`config.mk`:
```
export PLATFORM = sky130hd
export DESIGN_NAME = multi_tick_gen
export DESIGN_NICKNAME = d
export VERILOG_FILES = /design/src/rtl/multi_tick_gen.sv
export SDC_FILE = /design/constraint.sdc
export NUM_CORES = 1
export LEC_CHECK = 0
export CAP_MARGIN = 20
export CELL_PAD_IN_SITES_DETAIL_PLACEMENT = 1
export CELL_PAD_IN_SITES_GLOBAL_PLACEMENT = 2
export CORE_ASPECT_RATIO = 1.1
export CORE_UTILIZATION = 36
export DETAILED_ROUTE_END_ITERATION = 10
export PLACE_DENSITY_LB_ADDON = 0.1
export REMOVE_ABC_BUFFERS = 1
export SLEW_MARGIN = 0
export SYNTH_ARGS = -nofsm -noshare
export SYNTH_HDL_FRONTEND = slang
export SYNTH_SLANG_ARGS = --single-unit
```
`constraint.sdc`:
```
create_clock -name clk -period 1.8 [get_ports clk]
set_input_delay 0.54 -clock clk [delete_from_list [all_inputs] [get_ports clk]]
set_output_delay 0.54 -clock clk [all_outputs]
set_load 0.01 [all_outputs]
```
`src/rtl/multi_tick_gen.sv`:
```
`default_nettype none
// ============================================================================
// Module      : multi_tick_gen
// Description : Multi-channel programmable clock-enable generator. Each
//               channel emits a one-cycle tick every (div+1) enabled clk
//               cycles (periodic) or once per arming (one-shot). A shared
//               valid/ready config port reprograms any channel at run time.
// Revision    : 1.0 - initial release
// ============================================================================
module multi_tick_gen #(
   parameter int NUM_CH  = 4,
   parameter int CNT_W   = 20,
   parameter int DEF_DIV = 833332,
   parameter int CH_W    = 2
) (
   input  logic              clk,
   input  logic              resetn,
   input  logic [NUM_CH-1:0] en,
   input  logic              sync_clr,
   input  logic [NUM_CH-1:0] arm,
   input  logic              cfg_valid,
   output logic              cfg_ready,
   input  logic [CH_W-1:0]   cfg_ch,
   input  logic [CNT_W-1:0]  cfg_div,
   input  logic              cfg_mode,
   output logic              cfg_err,
   output logic [NUM_CH-1:0] tick,
   output logic [NUM_CH-1:0] busy
);

   typedef enum logic [0:0] {
      ST_RUN  = 1'b0,
      ST_DONE = 1'b1
   } ch_state_t;

   localparam logic [CNT_W-1:0] DEF_DIV_V = CNT_W'(DEF_DIV);
   // One extra bit so NUM_CH itself is representable when NUM_CH == 2**CH_W.
   localparam logic [CH_W:0]    NUM_CH_V  = (CH_W+1)'(NUM_CH);

   logic accept;
   logic ch_out_of_range;

   assign accept          = cfg_valid & cfg_ready;
   assign ch_out_of_range = ({1'b0, cfg_ch} >= NUM_CH_V);

   // Config handshake: ready rises on the first edge out of reset; a write to
   // a nonexistent channel is dropped and flagged with a one-cycle error.
   always_ff @(posedge clk or negedge resetn) begin
      if (!resetn) begin
         cfg_ready <= 1'b0;
         cfg_err   <= 1'b0;
      end else begin
         cfg_ready <= 1'b1;
         cfg_err   <= accept & ch_out_of_range;
      end
   end

   generate
      for (genvar g = 0; g < NUM_CH; g++) begin : g_ch
         ch_state_t        state, state_nxt;
         logic [CNT_W-1:0] cnt, cnt_nxt;
         logic [CNT_W-1:0] div, div_nxt;
         logic             mode, mode_nxt;
         logic             tick_q, tick_nxt;
         logic             cfg_hit;

         // Out-of-range indices never match because g < NUM_CH.
         assign cfg_hit = accept & (cfg_ch == CH_W'(g));

         // Channel state register: counter, divisor, mode, FSM state, tick.
         always_ff @(posedge clk or negedge resetn) begin
            if (!resetn) begin
               state  <= ST_RUN;
               cnt    <= '0;
               div    <= DEF_DIV_V;
               mode   <= 1'b0;
               tick_q <= 1'b0;
            end else begin
               state  <= state_nxt;
               cnt    <= cnt_nxt;
               div    <= div_nxt;
               mode   <= mode_nxt;
               tick_q <= tick_nxt;
            end
         end

         // Next-state logic in priority order: config write, sync clear,
         // re-arm of a finished one-shot, terminal count, normal count, hold.
         always_comb begin
            state_nxt = state;
            cnt_nxt   = cnt;
            div_nxt   = div;
            mode_nxt  = mode;
            tick_nxt  = 1'b0;
            if (cfg_hit) begin
               div_nxt   = cfg_div;
               mode_nxt  = cfg_mode;
               cnt_nxt   = '0;
               state_nxt = ST_RUN;
            end else if (sync_clr) begin
               cnt_nxt = '0;
            end else if (arm[g] && (state == ST_DONE)) begin
               state_nxt = ST_RUN;
               cnt_nxt   = '0;
            end else if ((state == ST_RUN) && en[g]) begin
               if (cnt == div) begin
                  cnt_nxt  = '0;
                  tick_nxt = 1'b1;
                  if (mode) begin
                     state_nxt = ST_DONE;
                  end
               end else begin
                  cnt_nxt = cnt + CNT_W'(1);
               end
            end
         end

         assign tick[g] = tick_q;
         assign busy[g] = (state == ST_RUN) & en[g];
      end
   endgenerate

endmodule
`default_nettype wire

```
* Yosys cells after proc, flatten, opt, wreduce, memory -nomap -nowiden
Cells that the tools add are included.
Cells by class: $add $sub $neg 4, multipliers 0, div/mod/pow operators 0, magnitude comparators 0, equal/unequal tests 11, shift operators 0, mux-type cells 64, bitwise logic cells 13, reductions and logical operators 29
Operator list (number):
- $mux 20 | 20
- $add 20x1->20 const B | 4
- $eq 20x20->1 | 4
- $mux 1 | 44
- $reduce_bool 3->1 | 12
- $reduce_and 4->1 | 4
- $reduce_bool 4->1 | 4
- $and 1x1->1 | 9
- $logic_and 1x1->1 | 8
- $ne 2x1->1 const B | 4
- $eq 2x2->1 const B | 2
- $not 1->1 | 4
- $eq 2x1->1 const B | 1
- $logic_not 2->1 | 1
Storage, ports and cells: flip-flop bits (word level) 173, latch bits 0, bits in writable memories 0, bits in read-only memories 0, input bits 35, output and inout port bits 10, word-level logic and storage cells 142, memories 0

* Depth between registers and ports, before layout
depth in word-level cells 6, gate-level depth with buffers 9, mapped depth without buffers 7

* Least setup slack after synthesis
No wires, ideal clock.
kind register -> register, start register g_ch[0].cnt[9], end register g_ch[0].state, library setup time 0.080 ns, arrival 1.904 ns, data required time 1.720 ns, setup slack -0.184 ns, cell stages (with the launch flop) 9, path buffers 2, period minus slack after synthesis 1.984 ns, cells stage by stage dfrtp_1 > buf_6 > xor2_1 > nor4_1 > nand3_1 > or2_1 > buf_6 > or4_1 > a21oi_1
On the way: cells in the longest elaborated chain, start to end 3
RTL lines:
- from (decl) | RTL line 61 | logic [CNT_W-1:0] cnt, cnt_nxt;
- from (signal assigned) | RTL line 80 | cnt <= cnt_nxt;
- $eq 20x20->1 | RTL line 106 | if (cnt == div) begin
- $reduce_bool 3->1 (no source line)
- $reduce_and 4->1 (no source line)
- to (signal assigned) | RTL line 79 | state <= state_nxt;
- to (decl) | RTL line 60 | ch_state_t state, state_nxt;
No other way between the ends. A chain may end at the register's enable or synchronous reset.

* Worst setup path in the final report
start register g_ch[0].div[7], end register g_ch[0].state
On the way: cells in the longest elaborated chain, start to end 3
RTL lines:
- from (decl) | RTL line 62 | logic [CNT_W-1:0] div, div_nxt;
- from (signal assigned) | RTL line 81 | div <= div_nxt;
- $eq 20x20->1 | RTL line 106
- $reduce_bool 3->1 (no source line)
- $reduce_and 4->1 (no source line)
No other way between the ends.

==> flow_summary_export.csv <==
group,metric,value,unit
yosys,yosys_register_bits,173,
setup_path,startpoint_type,"flop",
final_layout,n_fill_cell,2598,
timing,setup_viol,50,
setup_path,regToRegEndpoint,"g_ch[0].state",
floorplan,die_height,167.0,um
status,violations,"setup timing",
global_routing,grt_max_degree,35,
final_layout,multiInputGateArea,5180,sq um
pwr,p_sw_frac,0.2767,
cts,clkTransAtPathRegs,70,ps
timing,rsz0062_at_grt,"true",
yosys,synth_top_family_by_area,"simple AND/OR/NAND/NOR gates",
yosys,ys_seq_area_frac,0.4919,
cts,cts.sinks,173,
cts,cts_made_buffers,17,
routing,num_vias,7622,
setup_path,reg2reg_from,"g_ch[0].div[7]",
timing,layout_min_cycle_time,2092,ps
job,maxCapViolations,0,
setup_path,crit_required,2160,ps
pwr,clockPowerShare,0.371,
pwr,p_leak,5.536,nW
routing,detail-route-antenna-nets,0,
yosys,synth_cell_types,63,
routing,drt-total-wl,29550,um
yosys,synth-xor-area-share,0.1030,
floorplan,core_area,24400,sq um
yosys,synthAdderAreaFrac,0.005616,
routing,dr.pass1.iters,4,
final_layout,fin_nets,1138,
hold_path,hp-class,"input port to asynchronous set/reset pin",
pwr,seq_power_share,0.466,
global_routing,antenna_found_initial,0,
placement,io_buffers,43,
floorplan,dieArea,25390,sq um
setup_path,crit_path_start,"g_ch[0].div[7]",
final_layout,seq_area,4395,sq um
final_layout,area_growth,43.07,%
routing,drtIter0Drc,306,
global_routing,grt_pass1_vias,8368,
setup_path,cp_max_fo,3,
yosys,avgSynthCellArea,10.09,sq um
final_layout,drive_gt1_frac,0.4505,
timing,tns,-6107,ps
timing,clock.fmax,0.4779,GHz
timing,slew_violations,0,
global_routing,grt_pass1_wl,47020,um
setup_path,worstSetupPathType,"flop to flop",
setup_path,crit_path_end_kind,"flop",
yosys,synthArstFlopShare,1.000,
yosys,ys.flop_type,"dfrtp_1",
timing,setup_ws,-292.4,ps
yosys,netlist_area,8912,sq um
timing,fin_skew,14.44,ps
pwr,powerDensity,809.5,nW/um^2
yosys,synth-simple-area-share,0.1974,
floorplan,start_util,0.3653,
yosys,synth_compound_gate_area_share,0.08957,
cts,cts-htree-levels,4,
routing,wl_per_cell,20.78,um
pwr,p_comb_frac,0.163,
yosys,synth_edf_count,0,
pwr,power,10.32,mW
floorplan,io_pins,45,
timing,post-route-period-util,1.162,
pwr,ir_drop,0.0004346,V
yosys,synthCells,883,
global_routing,grt-ovfl-total,0,
routing,via_per_inst,5.360,
cts,worstSkewPairLatency,430,ps
timing,slew_headroom,0.5436,
floorplan,placementRows,60,
yosys,synth.area.mux_share,0.07960,
timing,max_slew.worst_pin.slew,679.3,ps
routing,drc,0,
yosys,yosys_warnings,0,
cts,root_buffer,"clkbuf_16",
placement,place_congestion,0.8214,
status,status,"finished, violations left",
timing,hold_viol,0,
floorplan,fp.dieW,152.0,um
pwr,p_sw,2.856,mW
cts,cts_tree,"done",
setup_path,r2r_slack,-290,ps
global_routing,gr-usage-all-layers,0.2407,
setup_path,cp_data_arrival_time,2450,ps
cts,clk_path_buf_depth,2,
pwr,p_int,7.466,mW
cts,hold_buffers,0,
setup_path,r2r_cells,6,
timing,holdWs,17.73,ps
final_layout,antenna_cells,0,
placement,hpwlAfterDp,20630,um
## worst max path at each step
stage | to | slack, ps
4_1_cts | g_ch[0].state | -230
5_1_grt | g_ch[0].cnt[14] | -390
3_3_place_gp | g_ch[2].cnt[10] | -770
3_5_place_dp | g_ch[2].cnt[12] | -770
2_1_floorplan | g_ch[0].cnt[7] | -2570
6_report | g_ch[0].state | -290
## power by group through the flow
stage,Sequential (mW),Combinational [mW],Clock (mW)
finish,4.81,1.68,3.83
global route,4.87,1.84,4.04
CTS,4.81,1.59,3.90
detailed placement,4.87,1.44,0
global placement,4.84,1.39,0
floorplan,4.76,0.847,0
## layout make-up
class	instances	area share
repair buffers	239	0.1653
flip-flops and latches	173	0.3447
multi-input cells	647	0.4062
inverters	21	0.006182
clock buffers	21	0.03788
clock inverters	11	0.009224
well taps	310	0.03042
## cells in the final DEF, fill, tap and decap left out, types with 9 or more instances in the layout
master and instances:
buf_6 36, inv_1 19, buf_4 153, nor2_1 40
nand3_1 30, nand2_1 119, dlygate4sd2_1 11, clkdlybuf4s50_1 24
a22o_1 9, xnor2_1 43, clkbuf_16 19, dfstp_2 44
a21oi_2 10, o21ai_2 10, nor4_2 9, dfrtp_2 9
mux2_2 63, dfrtp_1 120, xor2_1 50, and3_1 21
nand4_1 40, o21ai_0 12
## logic make-up (layout without fill, tap and decap cells)
| logic type | Yosys count | after routing |
|---|---|---|
| adder cells (fa/ha/maj) | 4 | 4 |
| flip-flops | 173 | 173 |
| AND/OR/NAND/NOR | 357 | 357 |
| AO/OA/AOI/OAI | 117 | 117 |
| buffers and inverters | 63 | 292 |
| XOR/XNOR | 104 | 104 |
| other | 2 | 2 |
| multiplexers | 63 | 63 |
## stage by stage
step	instances	cell area, sq um	util	setup slack (ps)
5_1_grt	1422	12750	0.5226	-386.1
4_1_cts	1410	12180	0.4991	-232.3
3_5_place_dp	1352	10790	0.4423	-769.4
6_report	1422	12750	0.5226	-292.4
3_3_place_gp	1352	10790	0.4423	-769.9
2_1_floorplan	841	8706	-	-2574
## synth_stat cells (4+ instances only)
| master | number | area [sq um] |
|---|---|---|
| or2_2 | 6 | 37.54 |
| nand4_1 | 40 | 250.2 |
| nand3_1 | 39 | 195.2 |
| a31oi_1 | 14 | 87.58 |
| ha_1 | 4 | 50.05 |
| a22o_1 | 9 | 78.83 |
| o311ai_0 | 5 | 43.79 |
| dfrtp_1 | 129 | 3228 |
| and4_1 | 5 | 43.79 |
| xnor2_1 | 51 | 446.7 |
| nor4_1 | 12 | 75.07 |
| a22oi_1 | 7 | 52.55 |
| o31ai_1 | 7 | 52.55 |
| o2bb2ai_1 | 4 | 35.03 |
| dfstp_2 | 44 | 1156 |
| o211ai_1 | 4 | 30.03 |
| nand2b_1 | 9 | 56.30 |
| and3_1 | 23 | 143.9 |
| and2_1 | 5 | 31.28 |
| o21ai_0 | 27 | 135.1 |
| nor2b_1 | 6 | 37.54 |
| nand2_1 | 126 | 473.0 |
| inv_1 | 21 | 78.83 |
| clkbuf_1 | 25 | 93.84 |
| buf_2 | 6 | 30.03 |
| buf_4 | 5 | 37.54 |
| nor3_1 | 16 | 80.08 |
| nor2_1 | 53 | 198.9 |
| a21oi_1 | 15 | 75.07 |
| xor2_1 | 52 | 455.4 |
| mux2_2 | 63 | 709.4 |
## flip-flops by register name, indices dropped and copies added, names as in the netlist
signal,count
g_ch.state,4
g_ch.mode,4
g_ch.div,80
cfg_ready,1
g_ch.tick_q,4
g_ch.cnt,80
## layer usage
| metal | routed length, um | track usage | part of all wire | up-vias |
|---|---|---|---|---|
| met1 | 13030 | 0.3063 | 0.44 | 3925 |
| li1 | - | - | - | 3548 |
| met3 | 722 | 0.02992 | 0.024 | 29 |
| met4 | 562 | 0.07453 | 0.019 | 0 |
| met2 | 15230 | 0.4255 | 0.52 | 120 |
| met5 | 0 | 0 | 0 | - |
## timing repair
item | CTS | global route
cloned | 3 | 0
pin swaps | 59 | 55
setup endpoints to repair | 120 | 94
resized for setup | 172 | 118
setup buffers | 23 | 15
## worst max-delay path, cell delays in order, from the launching register on
cell     delay [ps]
dfrtp_1         400
xor2_1          190
nor4_2          400
nand2_1         170
or2_4           320
or4_4           420
a21oi_2         130
(Power assumes the default switching activity.)
